==> config.mk <==
export PLATFORM = sky130hd
export DESIGN_NAME = crc_stream_engine
export DESIGN_NICKNAME = d
export VERILOG_FILES = /design/src/rtl/crc_stream_engine.sv
export SDC_FILE = /design/constraint.sdc
export NUM_CORES = 1
export LEC_CHECK = 0
export BUFFER_PORTS_ARGS = -buffer_cell sky130_fd_sc_hd__buf_2
export CORE_MARGIN = 10
export CORE_UTILIZATION = 35
export CTS_BUF_LIST = sky130_fd_sc_hd__clkbuf_8
export DETAILED_ROUTE_END_ITERATION = 8
export MAX_ROUTING_LAYER = met4
export PLACE_DENSITY = 0.55
export SLEW_MARGIN = 20
export SYNTH_ARGS = -nofsm -noshare
export SYNTH_HDL_FRONTEND = slang
export SYNTH_SLANG_ARGS = --single-unit
==> constraint.sdc <==
create_clock -name clk_i -period 7.3 [get_ports clk_i]
set_input_delay 1.095 -clock clk_i [delete_from_list [all_inputs] [get_ports clk_i]]
set_output_delay 1.095 -clock clk_i [all_outputs]
set_load 0.1 [all_outputs]
==> src/rtl/crc_stream_engine.sv <==
// crc_stream_engine: streaming CRC with one unrolled byte step per lane and ready/valid on both sides.
// Optional macro CRC_STREAM_CMP_EN adds cmp_crc_i / crc_match_o for checking against an expected CRC.

module crc_byte_step #(
  parameter int          CRC_W = 32,
  parameter logic [31:0] POLY  = 32'h04C11DB7,
  parameter bit          REFIN = 1'b1
) (
  input  logic [CRC_W-1:0] crc_i,
  input  logic [7:0]       byte_i,
  input  logic             en_i,
  output logic [CRC_W-1:0] crc_o
);
  logic [CRC_W-1:0] c;
  logic             fb;

  // Normal-form register; REFIN only selects which end of the byte enters first.
  always_comb begin
    c  = crc_i;
    fb = 1'b0;
    for (int b = 0; b < 8; b++) begin
      fb = c[CRC_W-1] ^ (REFIN ? byte_i[b] : byte_i[7-b]);
      c  = {c[CRC_W-2:0], 1'b0} ^ (fb ? POLY[CRC_W-1:0] : {CRC_W{1'b0}});
    end
    crc_o = en_i ? c : crc_i;
  end
endmodule

module crc_stream_engine #(
  parameter int          CRC_W  = 32,
  parameter int          DATA_W = 32,
  parameter logic [31:0] POLY   = 32'h04C11DB7,
  parameter logic [31:0] INIT   = 32'hFFFFFFFF,
  parameter bit          REFIN  = 1'b1,
  parameter bit          REFOUT = 1'b1,
  parameter logic [31:0] XOROUT = 32'hFFFFFFFF
) (
  input  logic                clk_i,
  input  logic                rst_ni,
  input  logic                s_valid_i,
  output logic                s_ready_o,
  input  logic [DATA_W-1:0]   s_data_i,
  input  logic [DATA_W/8-1:0] s_keep_i,
  input  logic                s_last_i,
  input  logic                abort_i,
  output logic                crc_valid_o,
  input  logic                crc_ready_i,
  output logic [CRC_W-1:0]    crc_o,
  output logic                busy_o
`ifdef CRC_STREAM_CMP_EN
  ,
  input  logic [CRC_W-1:0]    cmp_crc_i,
  output logic                crc_match_o
`endif
);
  localparam int NUM_LANES = DATA_W / 8;

  typedef enum logic [1:0] {IDLE, RUN, DONE} state_e;

  state_e state_q, state_d;

  logic [CRC_W-1:0]                crc_q;
  logic [CRC_W-1:0]                res_q;
  logic [NUM_LANES:0][CRC_W-1:0]   chain;
  logic [NUM_LANES-1:0]            lane_en;
  logic [CRC_W-1:0]                crc_next;
  logic [CRC_W-1:0]                crc_fin;
  logic                            beat_fire;
  logic                            last_fire;
  logic                            res_fire;

  // Abort wins over any handshake in the same cycle.
  assign beat_fire = s_valid_i & s_ready_o & ~abort_i;
  assign last_fire = beat_fire & s_last_i;
  assign res_fire  = crc_valid_o & crc_ready_i & ~abort_i;

  assign chain[0] = crc_q;

  for (genvar l = 0; l < NUM_LANES; l++) begin : g_lane
    assign lane_en[l] = ~s_last_i | s_keep_i[l];
    crc_byte_step #(
      .CRC_W (CRC_W),
      .POLY  (POLY),
      .REFIN (REFIN)
    ) u_step (
      .crc_i  (chain[l]),
      .byte_i (s_data_i[8*l +: 8]),
      .en_i   (lane_en[l]),
      .crc_o  (chain[l+1])
    );
  end

  assign crc_next = chain[NUM_LANES];

  function automatic logic [CRC_W-1:0] finalize(input logic [CRC_W-1:0] r);
    logic [CRC_W-1:0] o;
    for (int i = 0; i < CRC_W; i++) o[i] = REFOUT ? r[CRC_W-1-i] : r[i];
    return o ^ XOROUT[CRC_W-1:0];
  endfunction

  assign crc_fin = finalize(crc_next);

  always_ff @(posedge clk_i or negedge rst_ni) begin
    if (!rst_ni) state_q <= IDLE;
    else         state_q <= state_d;
  end

  always_comb begin
    state_d = state_q;
    if (abort_i) begin
      state_d = IDLE;
    end else begin
      case (state_q)
        IDLE:    if (beat_fire) state_d = s_last_i ? DONE : RUN;
        RUN:     if (last_fire) state_d = DONE;
        DONE:    if (res_fire)  state_d = IDLE;
        default: state_d = IDLE;
      endcase
    end
  end

  always_comb begin
    s_ready_o   = (state_q != DONE);
    crc_valid_o = (state_q == DONE);
    busy_o      = (state_q != IDLE);
  end

  // The result is latched at the last beat so crc_o stays stable while DONE waits.
  always_ff @(posedge clk_i or negedge rst_ni) begin
    if (!rst_ni) begin
      crc_q <= INIT[CRC_W-1:0];
      res_q <= '0;
    end else if (abort_i || res_fire) begin
      crc_q <= INIT[CRC_W-1:0];
    end else if (beat_fire) begin
      crc_q <= crc_next;
      if (s_last_i) res_q <= crc_fin;
    end
  end

  assign crc_o = res_q;

`ifdef CRC_STREAM_CMP_EN
  logic match_q;

  always_ff @(posedge clk_i or negedge rst_ni) begin
    if (!rst_ni)                  match_q <= 1'b0;
    else if (abort_i || res_fire) match_q <= 1'b0;
    else if (last_fire)           match_q <= (crc_fin == cmp_crc_i);
  end

  assign crc_match_o = match_q;
`endif

endmodule
Yosys cells after proc, flatten, opt, wreduce, memory -nomap -nowiden. Cells that the tools add are included.

Bits in registers: 66. Word-level logic and storage cells: 136. Bits of input ports: 42. Output and inout port bits: 35.

Eq/ne operators: 6. Mux-type cells: 44. Bitwise operators: 77. Reductions and logical operators: 6.

Operator list (number): $xor 32x32->32 (32); $mux 27 (32); $mux 32 (6); $not 32->32 (1); $xor 1x1->1 (32); $mux 2 (5); $ne 3x3->1 const B (2); $pmux 2 s3 (1); $reduce_and 3->1 (2); $and 1x1->1 (5); $or 1x1->1 (4); $reduce_bool 2->1 (2); $ne 3x2->1 const B (1); $not 1->1 (3); $eq 2x1->1 const B (1); $eq 2x2->1 const B (1); $logic_not 2->1 (1); $ne 2x2->1 const B (1); $logic_or 1x1->1 (1).

Longest topological paths before layout.
Word-level depth: 102. Gate-level depth with buffers: 18. Gate-level depth less buffers: 15.

Hierarchy. A second synthesis with hierarchy kept.

Cell total of the unflattened synthesis: 709. Area, all modules: 8625.8 sq um.

By module, submodules not included: crc_byte_step (cells an instance 112, instances 4, area each 1446.4 sq um); crc_stream_engine (cells an instance 261, instances 1, area each 2840.2 sq um).

Worst setup path after synthesis. OpenSTA, ideal clock, no wires.

Path type: input -> register. Start point: input port s_data_i[0]. End point: register res_q[18], in the netlist crc_o[18]. Setup slack: 1.649 ns. Stages: 17. Arrival: 5.582 ns. Path buffers: 2. Data required time: 7.231 ns. Cells stage by stage: xor2_2 -> buf_4 -> xnor3_1 -> mux2i_1 -> or2_1 -> buf_4 -> xnor2_1 -> xor3_1 -> mux2i_1 -> nand2_1 -> xor3_2 -> o21ai_1 -> o2111ai_2 -> xnor2_4 -> xnor3_1 -> a21oi_1 -> mux2_2.

Longest elaborated chain between the ends: 49. Elaborated cells between the ends (all ways): 77.

RTL lines: start: declaration (RTL line 42) `input logic [DATA_W-1:0] s_data_i,`; $xor 1x1->1 * (RTL line 22) `fb = c[CRC_W-1] ^ (REFIN ? byte_i[b] : byte_i[7-b]);`; $mux 27 * (RTL line 23) `c = {c[CRC_W-2:0], 1'b0} ^ (fb ? POLY[CRC_W-1:0] : {CRC_W{1'b0}});`; $xor 32x32->32 * (6 in a row) (RTL line 23); $xor 1x1->1 (RTL line 22); $mux 27 (RTL line 23); $xor 32x32->32 * (2 in a row) (RTL line 23); $mux 32 * (RTL line 25) `crc_o = en_i ? c : crc_i;`; $xor 32x32->32 (4 in a row) (RTL line 23); (+18 left out); $xor 1x1->1 (RTL line 22); $mux 27 (RTL line 23); $xor 32x32->32 (6 in a row) (RTL line 23); $xor 1x1->1 (RTL line 22); $mux 27 (RTL line 23); $xor 32x32->32 (2 in a row) (RTL line 23); $mux 32 * (RTL line 25); $not 32->32 (no source line) *; end signal: assignment (RTL line 137) `if (s_last_i) res_q <= crc_fin;`; end: declaration (RTL line 63) `logic [CRC_W-1:0] res_q;`.

Mark *: on every way between the ends. The rest lies on a longest branch, timed or not. A chain may end at the register's enable or synchronous reset.

Final worst setup path. Same ends and word-level chain as after synthesis.

==> metrics <==
status finished clean; total count of hold-check failures in the final report 0; setup violators final 0; die span in y 170 um; Nets 915; cell with the most instances after synthesis sky130_fd_sc_hd__xnor2_1; number of max-capacitance violations reported 0; count of input and output buffers 76; largest area contributor in the synthesized netlist sky130_fd_sc_hd__xnor2_1; routed wire length 25400 um; wire length of the first global-routing pass 38400 um; CTS sink cnt 66; area of all placed cells without fillers 8830 sq um; number of cell instances on the worst register-to-register path 15; register bit total from synthesis 66; synth-to-layout area growth 12.2%; aggregate negative setup slack 0 ps; placed standard-cell area 8650 sq um; maximum fanout along the worst path 7; number of synthesized flops with an enable pin 0; Worst-path clk slew 80 ps; data arrival time of the worst path 6800 ps; peak per-stage delay on the critical path 650 ps; unrepaired setup endpoints after global routing false; largest clock skew in the final design 14.8 ps; maximum number of pins on one net before global-route repair 67; Root Driver sky130_fd_sc_hd__clkbuf_8; category of cells accounting for the largest share of critical-path delay XOR/XNOR gates; post-cts sizing count 0; Routability Congestion 0.929; H-tree levels 3; Total Routing Usage GR 18.1%; Starting DRT DRC Count 461; cell with the largest stage delay on the worst path sky130_fd_sc_hd__xnor2_1; share of synthesized area occupied by flip-flops and latches 21.5%; cell chain of the critical path buf_2 -> xor2_2 -> xnor3_1 -> mux2i_1 -> xnor2_2 -> xnor3_1 -> xor2_1 -> mux2_2 -> xnor3_1 -> xor2_1 -> mux2i_1 -> xor2_2 -> xnor2_1 -> xnor3_1 -> a21oi_1 -> mux2_2; vias in the first global route 6153; top post-synthesis cells by area sky130_fd_sc_hd__xnor2_1 (14%), sky130_fd_sc_hd__xnor3_1 (11%), sky130_fd_sc_hd__dfrtp_1 (11%), sky130_fd_sc_hd__dfstp_2 (11%), sky130_fd_sc_hd__xor2_1 (5.9%); I/O Pins 77; number of warnings printed during yosys synthesis 0; Synthesized Nets 840; number of buffers inserted to repair setup after CTS 0; Post-Syn Instances 798; effective utilization at floorplan 35.8%; DR vias/cell 5.21; max-slew violation count 0; Max Buffers Root-to-Sink 2; crit path buf inv count 1; worst hold stages 1; fmax 153 MHz; routed via count 6034; drt drc 0; final clock period utilization by the worst path 89.3%; count of TritonRoute iterations in the first routing pass 5; Clk Latency, worst-skew pair 350 ps; grt ovf 0; diodes inserted 0; Startpoint Class primary input; fraction of layout instances using a drive strength above 1 25.4%; Commonest cells post-synth sky130_fd_sc_hd__xnor2_1 (129), sky130_fd_sc_hd__nor2_1 (95), sky130_fd_sc_hd__a21oi_1 (72), sky130_fd_sc_hd__xor2_1 (53), sky130_fd_sc_hd__nand2_1 (52); kind of critical path primary input to flop; type of the worst min-delay path flop to flop; post-synthesis async set-or-reset flop share 100%; antenna violations before repair 0; width of the chip 170 um; Mapped Area 7870 sq um; number of hold buffers added after CTS 0; worst slew margin relative to its limit 30.1%; count of non-filler cells in the finished layout 1158; placeable core region 22000 sq um; number of different library cells in the post-synthesis netlist 63; Final HPWL DP 20800 um; TritonCTS clock tree built; Synth top area share 14.4%; Worst R2R Setup Slack 990 ps; time the final worst path needs with I/O delays and setup 6520 ps; Syn Area/Cell 9.86 sq um; Placement Rows 54; total die area 28900 sq um; required time of the critical path 7580 ps; cell count after placement 1142; Worst path depth 16; commonest register cell after synthesis sky130_fd_sc_hd__dfrtp_1; number of routed nets with antenna violations 0; number of CTS-inserted buffers 9; transition time at the pin with the least slew margin 1040 ps; cell occurring most often along the worst timing path sky130_fd_sc_hd__xnor3_1; mean routed wirelength per cell 22.0 um; type of element capturing the critical path flop
## path summary, 6_finish.rpt
check | from | to
setup / recovery | s_data_i[0] | crc_o[18]
hold / removal | state_q[1] | state_q[0]
setup reg to reg | crc_q[31] | crc_o[18]
hold reg to reg | state_q[1] | state_q[0]
max in group asynchronous | rst_ni | crc_o[12]
min in group asynchronous | rst_ni | crc_o[4]
## cells in the final DEF, fill, tap and decap left out, types with 5 or more instances in the layout
cell type	n
sky130_fd_sc_hd__or3_1	5
sky130_fd_sc_hd__o21a_1	6
sky130_fd_sc_hd__buf_2	76
sky130_fd_sc_hd__nor2_1	95
sky130_fd_sc_hd__nand3_1	5
sky130_fd_sc_hd__xor3_1	13
sky130_fd_sc_hd__xnor2_4	6
sky130_fd_sc_hd__and2_1	5
sky130_fd_sc_hd__a211oi_1	7
sky130_fd_sc_hd__o21ai_0	28
sky130_fd_sc_hd__buf_4	27
sky130_fd_sc_hd__o211ai_1	5
sky130_fd_sc_hd__xor2_2	6
sky130_fd_sc_hd__a21oi_1	72
sky130_fd_sc_hd__xor2_1	53
sky130_fd_sc_hd__xnor2_1	129
sky130_fd_sc_hd__dfstp_2	32
sky130_fd_sc_hd__mux2i_1	38
sky130_fd_sc_hd__xnor2_2	14
sky130_fd_sc_hd__o22a_1	6
sky130_fd_sc_hd__nand2_1	52
sky130_fd_sc_hd__inv_1	6
sky130_fd_sc_hd__nand2b_1	8
sky130_fd_sc_hd__mux2_2	24
sky130_fd_sc_hd__clkbuf_8	9
sky130_fd_sc_hd__dfrtp_1	34
sky130_fd_sc_hd__xnor3_1	38
sky130_fd_sc_hd__o31ai_1	6
## cells by family after synthesis
kind of cell	synth area share [%]
AO/OA/AOI/OAI	13.4
XOR/XNOR	43.0
buffers and inverters	2.37
flip-flops	21.5
multiplexers	9.13
AND/OR/NAND/NOR	10.6
## area by class of cell
cell class / count / area [sq um]
Clock buffer: 9 / 124
Clock inverter: 7 / 53.8
Fill cell: 2206 / 13100
Inverter: 6 / 22.5
Multi-Input combinational cell: 687 / 6000
Sequential cell: 66 / 1690
Tap cell: 280 / 350
Timing Repair Buffer: 103 / 583
## routing by layer
metal / GRT usage [%] / share of wire [%]
met5: - / 0
met1: 24.9 / 48
met4: 3.59 / 1.3
met3: 3.19 / 5.5
met2: 27.3 / 45
## sequential cells by signal, indices dropped and copies added (netlist names)
name and count:
crc_o 32, state_q 2, crc_q 32
## per-stage QoR
stage	setup WS [ps]	util [%]	hold slack, ps
2_1_floorplan	1650	-	443
3_3_place_gp	467	39.4	464
3_5_place_dp	442	39.4	466
4_1_cts	789	40.2	493
5_1_grt	617	40.2	514
6_report	781	40.2	484
Power is not shown: default switching activity piles up to over one toggle a cycle in this logic, so the estimate is an artifact.
